## src/rtl/spi_arb_pkg.sv

```systemverilog
// Shared types and constants for the two-requester SPI transaction arbiter.
package spi_arb_pkg;

  typedef enum logic [2:0] {S_IDLE, S_CMD, S_ADDR, S_DATA, S_GAP} state_t;

  typedef logic [2:0] len_t;

  localparam logic [7:0] CMD_WR     = 8'h0A;
  localparam logic [7:0] CMD_RD     = 8'h0B;
  localparam logic [7:0] DUMMY_BYTE = 8'h00;

  function automatic logic [1:0] onehot2(input logic idx);
    return idx ? 2'b10 : 2'b01;
  endfunction

endpackage

```

## src/rtl/spi_rr_pick.sv

```systemverilog
// Combinational two-way round-robin selector; on a tie the requester
// that did not own the engine last wins.
module spi_rr_pick (
  input  logic [1:0] req,
  input  logic       last_owner,
  output logic       valid,
  output logic       winner
);

  assign valid  = |req;
  assign winner = (req == 2'b11) ? ~last_owner : req[1];

endmodule

```

## src/rtl/spi_txn_arbiter.sv

```systemverilog
// Round-robin share of one SPI byte engine as CS-framed cmd/addr/data transactions.
// Grant 1 cycle after request; waits on data_ready_i (ARB_TIMEOUT_EN adds a per-byte watchdog).
module spi_txn_arbiter
  import spi_arb_pkg::*;
#(
  parameter int         p_gap_cycles = 10,
  parameter logic [7:0] p_cmd_wr     = CMD_WR,
  parameter logic [7:0] p_cmd_rd     = CMD_RD,
  parameter int         p_timeout    = 1000
) (
  input  logic        clk_i,
  input  logic        rstn_i,
  input  logic [1:0]  req_i,
  input  logic [1:0]  we_i,
  input  logic [15:0] addr_i,
  input  logic [15:0] wdata_i,
  input  logic [5:0]  len_i,
  output logic [1:0]  gnt_o,
  output logic [1:0]  rvalid_o,
  output logic [7:0]  rdata_o,
  output logic [1:0]  done_o,
  output logic        err_o,
  output logic        busy_o,
  output logic        en_o,
  output logic [7:0]  mosi_data_o,
  input  logic        data_ready_i,
  input  logic [7:0]  miso_data_i
);

  localparam int GAP_W = $clog2(p_gap_cycles + 1);

  state_t             state_q, state_nxt;
  logic               owner_q, owner_nxt;
  logic               last_q, last_nxt;
  logic               we_q, we_nxt;
  logic [7:0]         addr_q, addr_nxt;
  logic [7:0]         wdata_q, wdata_nxt;
  len_t               len_q, len_nxt;
  len_t               cnt_q, cnt_nxt;
  logic [GAP_W-1:0]   gap_q, gap_nxt;
  logic [1:0]         gnt_q, gnt_nxt;
  logic [1:0]         rvalid_q, rvalid_nxt;
  logic [7:0]         rdata_q, rdata_nxt;
  logic [1:0]         done_q, done_nxt;
  logic               busy_q, busy_nxt;
  logic               en_q, en_nxt;
  logic [7:0]         mosi_q, mosi_nxt;
  logic               pick_valid, pick_winner;

  spi_rr_pick u_pick (
    .req        (req_i),
    .last_owner (last_q),
    .valid      (pick_valid),
    .winner     (pick_winner)
  );

`ifdef ARB_TIMEOUT_EN
  localparam int WD_W = $clog2(p_timeout + 1);
  logic [WD_W-1:0] wdog_q, wdog_nxt;
  logic            err_q, err_nxt;
`endif

  always_comb begin
    state_nxt  = state_q;
    owner_nxt  = owner_q;
    last_nxt   = last_q;
    we_nxt     = we_q;
    addr_nxt   = addr_q;
    wdata_nxt  = wdata_q;
    len_nxt    = len_q;
    cnt_nxt    = cnt_q;
    gap_nxt    = gap_q;
    gnt_nxt    = 2'b00;
    rvalid_nxt = 2'b00;
    rdata_nxt  = rdata_q;
    done_nxt   = 2'b00;
    busy_nxt   = busy_q;
    en_nxt     = en_q;
    mosi_nxt   = mosi_q;
`ifdef ARB_TIMEOUT_EN
    wdog_nxt   = wdog_q;
    err_nxt    = 1'b0;
`endif

    case (state_q)
      S_IDLE: begin
        if (pick_valid) begin
          owner_nxt = pick_winner;
          last_nxt  = pick_winner;
          we_nxt    = we_i[pick_winner];
          addr_nxt  = pick_winner ? addr_i[15:8]  : addr_i[7:0];
          wdata_nxt = pick_winner ? wdata_i[15:8] : wdata_i[7:0];
          len_nxt   = pick_winner ? len_i[5:3]    : len_i[2:0];
          gnt_nxt   = onehot2(pick_winner);
          en_nxt    = 1'b1;
          busy_nxt  = 1'b1;
          mosi_nxt  = we_i[pick_winner] ? p_cmd_wr : p_cmd_rd;
          state_nxt = S_CMD;
        end
      end
      S_CMD: begin
        if (data_ready_i) begin
          mosi_nxt  = addr_q;
          state_nxt = S_ADDR;
        end
      end
      S_ADDR: begin
        if (data_ready_i) begin
          mosi_nxt  = we_q ? wdata_q : DUMMY_BYTE;
          cnt_nxt   = '0;
          state_nxt = S_DATA;
        end
      end
      S_DATA: begin
        if (data_ready_i) begin
          if (!we_q) begin
            rdata_nxt  = miso_data_i;
            rvalid_nxt = onehot2(owner_q);
          end
          if (we_q || cnt_q == len_q) begin
            en_nxt    = 1'b0;
            done_nxt  = onehot2(owner_q);
            gap_nxt   = GAP_W'(p_gap_cycles);
            state_nxt = S_GAP;
          end else begin
            cnt_nxt  = cnt_q + len_t'(1);
            mosi_nxt = DUMMY_BYTE;
          end
        end
      end
      S_GAP: begin
        gap_nxt = gap_q - GAP_W'(1);
        if (gap_q <= GAP_W'(1)) begin
          busy_nxt  = 1'b0;
          state_nxt = S_IDLE;
        end
      end
      default: state_nxt = S_IDLE;
    endcase

`ifdef ARB_TIMEOUT_EN
    // Watchdog restarts with every grant and every shifted byte.
    if (state_q == S_IDLE) begin
      wdog_nxt = '0;
    end else if (state_q != S_GAP) begin
      if (data_ready_i) begin
        wdog_nxt = '0;
      end else if (wdog_q == WD_W'(p_timeout - 1)) begin
        wdog_nxt  = '0;
        en_nxt    = 1'b0;
        done_nxt  = onehot2(owner_q);
        err_nxt   = 1'b1;
        gap_nxt   = GAP_W'(p_gap_cycles);
        state_nxt = S_GAP;
      end else begin
        wdog_nxt = wdog_q + WD_W'(1);
      end
    end
`endif
  end

  always_ff @(posedge clk_i or negedge rstn_i) begin
    if (!rstn_i) begin
      state_q  <= S_IDLE;
      owner_q  <= 1'b0;
      last_q   <= 1'b1;
      we_q     <= 1'b0;
      addr_q   <= '0;
      wdata_q  <= '0;
      len_q    <= '0;
      cnt_q    <= '0;
      gap_q    <= '0;
      gnt_q    <= '0;
      rvalid_q <= '0;
      rdata_q  <= '0;
      done_q   <= '0;
      busy_q   <= 1'b0;
      en_q     <= 1'b0;
      mosi_q   <= '0;
    end else begin
      state_q  <= state_nxt;
      owner_q  <= owner_nxt;
      last_q   <= last_nxt;
      we_q     <= we_nxt;
      addr_q   <= addr_nxt;
      wdata_q  <= wdata_nxt;
      len_q    <= len_nxt;
      cnt_q    <= cnt_nxt;
      gap_q    <= gap_nxt;
      gnt_q    <= gnt_nxt;
      rvalid_q <= rvalid_nxt;
      rdata_q  <= rdata_nxt;
      done_q   <= done_nxt;
      busy_q   <= busy_nxt;
      en_q     <= en_nxt;
      mosi_q   <= mosi_nxt;
    end
  end

`ifdef ARB_TIMEOUT_EN
  always_ff @(posedge clk_i or negedge rstn_i) begin
    if (!rstn_i) begin
      wdog_q <= '0;
      err_q  <= 1'b0;
    end else begin
      wdog_q <= wdog_nxt;
      err_q  <= err_nxt;
    end
  end
  assign err_o = err_q;
`else
  assign err_o = 1'b0;
`endif

  assign gnt_o       = gnt_q;
  assign rvalid_o    = rvalid_q;
  assign rdata_o     = rdata_q;
  assign done_o      = done_q;
  assign busy_o      = busy_q;
  assign en_o        = en_q;
  assign mosi_data_o = mosi_q;

endmodule
```

## config.mk

```make
export PLATFORM = sky130hd
export DESIGN_NAME = spi_txn_arbiter
export DESIGN_NICKNAME = d
export VERILOG_FILES = /design/src/rtl/spi_arb_pkg.sv /design/src/rtl/spi_rr_pick.sv /design/src/rtl/spi_txn_arbiter.sv
export SDC_FILE = /design/constraint.sdc
export NUM_CORES = 1
export LEC_CHECK = 0
export CAP_MARGIN = 10
export CORE_MARGIN = 4
export CORE_UTILIZATION = 40
export DETAILED_ROUTE_END_ITERATION = 7
export GPL_TIMING_DRIVEN = 0
export PLACE_DENSITY = 0.69
export SYNTH_ARGS = -nofsm -noshare
export SYNTH_HDL_FRONTEND = slang
export SYNTH_SLANG_ARGS = --single-unit
```

## constraint.sdc

```tcl
create_clock -name clk_i -period 2 [get_ports clk_i]
set_clock_uncertainty 0.2 [all_clocks]
set_input_delay 0.3 -clock clk_i [delete_from_list [all_inputs] [get_ports clk_i]]
set_output_delay 0.3 -clock clk_i [all_outputs]
set_load 0.01 [all_outputs]
```

==> results.py <==
metrics = {
    "outcome": {
        "status": "finished, final reports clean",
    },
    "clocking": {
        "clock-sinks": 56,
        "clk_latency_ns": 0.31,
        "cts_tree": "done",
        "numCtsBuffers": 5,
        "cts.path.max_buffers": 2,
        "clk_pin_slew_ns": 0.11,
        "root_buffer": "clkbuf_8",
        "htree_levels": 2,
    },
    "job": {
        "max-cap-violations": 0,
    },
    "power": {
        "power_per_cell_area_nw_per_um2": 1420,
        "p_comb_share_pct": 50.0,
        "power_switching_mw": 2.00,
        "clkPwrFrac_pct": 12.3,
        "swShare_pct": 38.2,
        "p_seq_share_pct": 37.8,
        "ir_worst_vdd_mv": 0.632,
        "p_leak_nw": 1.66,
        "p_int_mw": 3.23,
        "power_mw": 5.23,
    },
    "worst_setup_path": {
        "arrival_ns": 1.92,
        "r2r_end": "mosi_data_o[6]",
        "critical-path-top-delay-family": "flip-flops",
        "reg2reg_depth": 5,
        "crit_path_end_kind": "flop",
        "worstPathRequired_ns": 2.01,
        "path_class": "flop to flop",
        "r2r_slack_ns": 0.09,
        "crit_chain": "nor2b_1 > buf_1 > a32oi_1 > nor2_1 > mux2_1",
        "crit_path_max_fanout": 8,
        "reg2reg_from": "we_q",
        "max_stage_delay_ns": 0.47,
        "path_buf_inv": 1,
        "slowest_stage": "dfrtp_1",
        "start_kind": "flop",
        "worst-path-stages": 5,
    },
    "yosys": {
        "ys.flop_type": "dfrtp_1",
        "synth_edf_count": 0,
        "synthArstFlopShare_pct": 100,
        "synth_nets": 282,
        "syn_area_um2": 2670,
        "avgSynthCellArea_um2": 11.8,
        "synthCells": 226,
        "synth.distinct_cells": 51,
        "yosysWarnings": 0,
        "yosysSeqAreaShare_pct": 52.6,
        "synth_most_common_cell": "dfrtp_1",
        "synth_top_area_share_pct": 51.6,
        "synth_area_leader_cell": "dfrtp_1",
        "netlist_top_cells_area": "dfrtp_1, a22o_1, a21o_1, mux2_2, mux2i_1",
        "synth_commonest_cells": "dfrtp_1, a22o_1, a21o_1",
        "ys_ff_latch": 56,
    },
    "grt": {
        "antenna_found_initial": 0,
        "grt_pass1_wl_um": 10500,
        "grt-ovfl-total": 0,
        "grt_usage_pct": 16.9,
        "grt_max_degree": 30,
        "grt_pass1_vias": 2121,
    },
    "placement": {
        "placement.io_buffers": 75,
        "dp_cells": 379,
        "place_ws_ns": -0.277,
        "dp_hpwl_um": 4810,
        "gp_congestion": 0.773,
    },
    "floorplan": {
        "die_area_um2": 8040,
        "ios": 78,
        "die_y_um": 89.6,
        "rows": 29,
        "core_um2": 6420,
        "die_w_um": 89.6,
        "start_util_pct": 41.5,
    },
    "hold_path": {
        "whs_path_depth": 3,
        "hp-start": "data_ready_i",
        "holdPathEnd": "state_q[1]",
        "hp-class": "input pin to flop",
    },
    "sta": {
        "fin_crit_sh_pct": 95.6,
        "setup_violations": 0,
        "fmax_mhz": 523,
        "rsz0062_at_grt": "false",
        "holdWs_ns": 0.184,
        "fin_crit_ns": 1.91,
        "hold_violations": 0,
        "tns_ns": 0,
        "setup_ws_ns": 0.0889,
        "finalMaxSlewViolations": 0,
        "relSlewSlack_pct": 54.6,
        "worst_pin_slew_ns": 0.680,
    },
    "drt": {
        "drc": 0,
        "vias": 2044,
        "vias_per_cell": 5.24,
        "wirelength_um": 6350,
        "drt-pass1-iter-count": 4,
        "final_antenna_net_count": 0,
        "drt_iter0_drc": 96,
        "drt-wirelength-per-cell_um": 16.3,
    },
    "final_layout": {
        "final_cells": 390,
        "nets": 368,
        "nFillCells": 570,
        "register_area_um2": 1400,
        "layout-drive-gt1-share_pct": 15.0,
        "multi_input_area_um2": 1190,
        "syn2layout_area_growth_pct": 37.9,
        "antennaDiodeCount": 0,
    },
}
-- logic make-up (layout without fill, tap and decap cells) --
group	after synthesis	after routing	synth area share, %
compound gates	76	76	22.9
flops	56	56	52.6
simple gates	46	46	9.06
buf+inv	21	108	3.94
xor+xnor	4	4	2.16
fa+ha+maj	3	3	1.41
other cells	1	1	0.141
mux	19	19	7.74
-- per-layer routing --
layer  track usage [%]  wire length (um)
met5                 0                 0
met3              3.74               222
met4              4.19               118
met2              26.4              3100
met1              24.0              2910
-- power groups by stage --
stage	sequential, mW	combinational, mW	clock, mW
floorplan	2.01	1.59	0
global placement	1.98	2.48	0
detailed placement	1.99	2.54	0
CTS	1.97	2.55	0.653
global route	2.05	2.87	0.701
finish	1.98	2.61	0.641
-- stage by stage --
| stage | instance area, um^2 | utilization, % |
|---|---|---|
| after global placement | 3510 | 54.7 |
| after CTS | 3630 | 56.5 |
| after global routing | 3680 | 57.3 |
| after floorplan | 2670 | - |
| final | 3680 | 57.3 |
| after detailed placement | 3530 | 54.9 |
-- how the worst max path moves through the flow --
stage / endpoint / startpoint
3_3_place_gp: rdata_o[5] / rstn_i
6_report: mosi_data_o[6] / we_q
5_1_grt: mosi_data_o[6] / state_q[0]
2_1_floorplan: mosi_data_o[0] / state_q[1]
4_1_cts: wdata_q[1] / req_i[1]
3_5_place_dp: wdata_q[1] / req_i[1]
-- worst reg2reg max path, cell delays in order, from the launching register on --
cell     delay, ns
dfrtp_1       0.47
nor2b_1       0.16
buf_1         0.22
a32oi_1       0.37
nor2_1        0.09
mux2_1        0.29
-- timing repair --
item | in CTS | in global routing
buffers inserted | 0 | 2
resized for setup | 0 | 6
setup endpoints to repair | 0 | 33
hold buffers | 1 | 0
hold endpoints to repair | 26 | 0
-- layout make-up --
class | instances | area share (%)
Sequential cell | 56 | 38.1
Multi-Input combinational cell | 149 | 32.4
Timing Repair Buffer | 79 | 21.5
Tap cell | 77 | 2.62
Buffer | 15 | 2.25
Clock buffer | 5 | 1.87
Inverter | 6 | 0.612
Clock inverter | 3 | 0.578
-- cells in the final DEF, fill, tap and decap left out, types with 2 or more instances in the layout --
master	synthesis	routed
a21o_1	18	18
a21oi_1	8	8
a22o_1	19	19
a32o_1	4	4
a32oi_1	2	2
and2_1	2	2
buf_2	9	10
buf_4	2	4
clkbuf_1	2	2
clkbuf_8	0	5
clkdlybuf4s50_1	0	74
dfrtp_1	55	55
ha_1	3	3
inv_1	6	6
mux2_1	4	4
mux2_2	9	9
mux2i_1	6	6
nand2_1	11	11
nand2b_1	3	3
nand3_1	3	3
nor2_1	8	8
nor2_4	1	3
nor2b_1	4	4
nor3_1	6	5
o21ai_0	6	6
o21ai_1	3	3
o21bai_1	2	2
xor2_2	3	3
-- state kept, by name (all words and copies together), names as in the netlist, 2 cells and up --
signal and cells:
state_q 3, addr_q 8, rdata_o 8, done_o 2
rvalid_o 2, len_q 3, wdata_q 8, mosi_data_o 8
cnt_q 3, gap_q 4, gnt_o 2
Power figures use the tool's default switching activity.
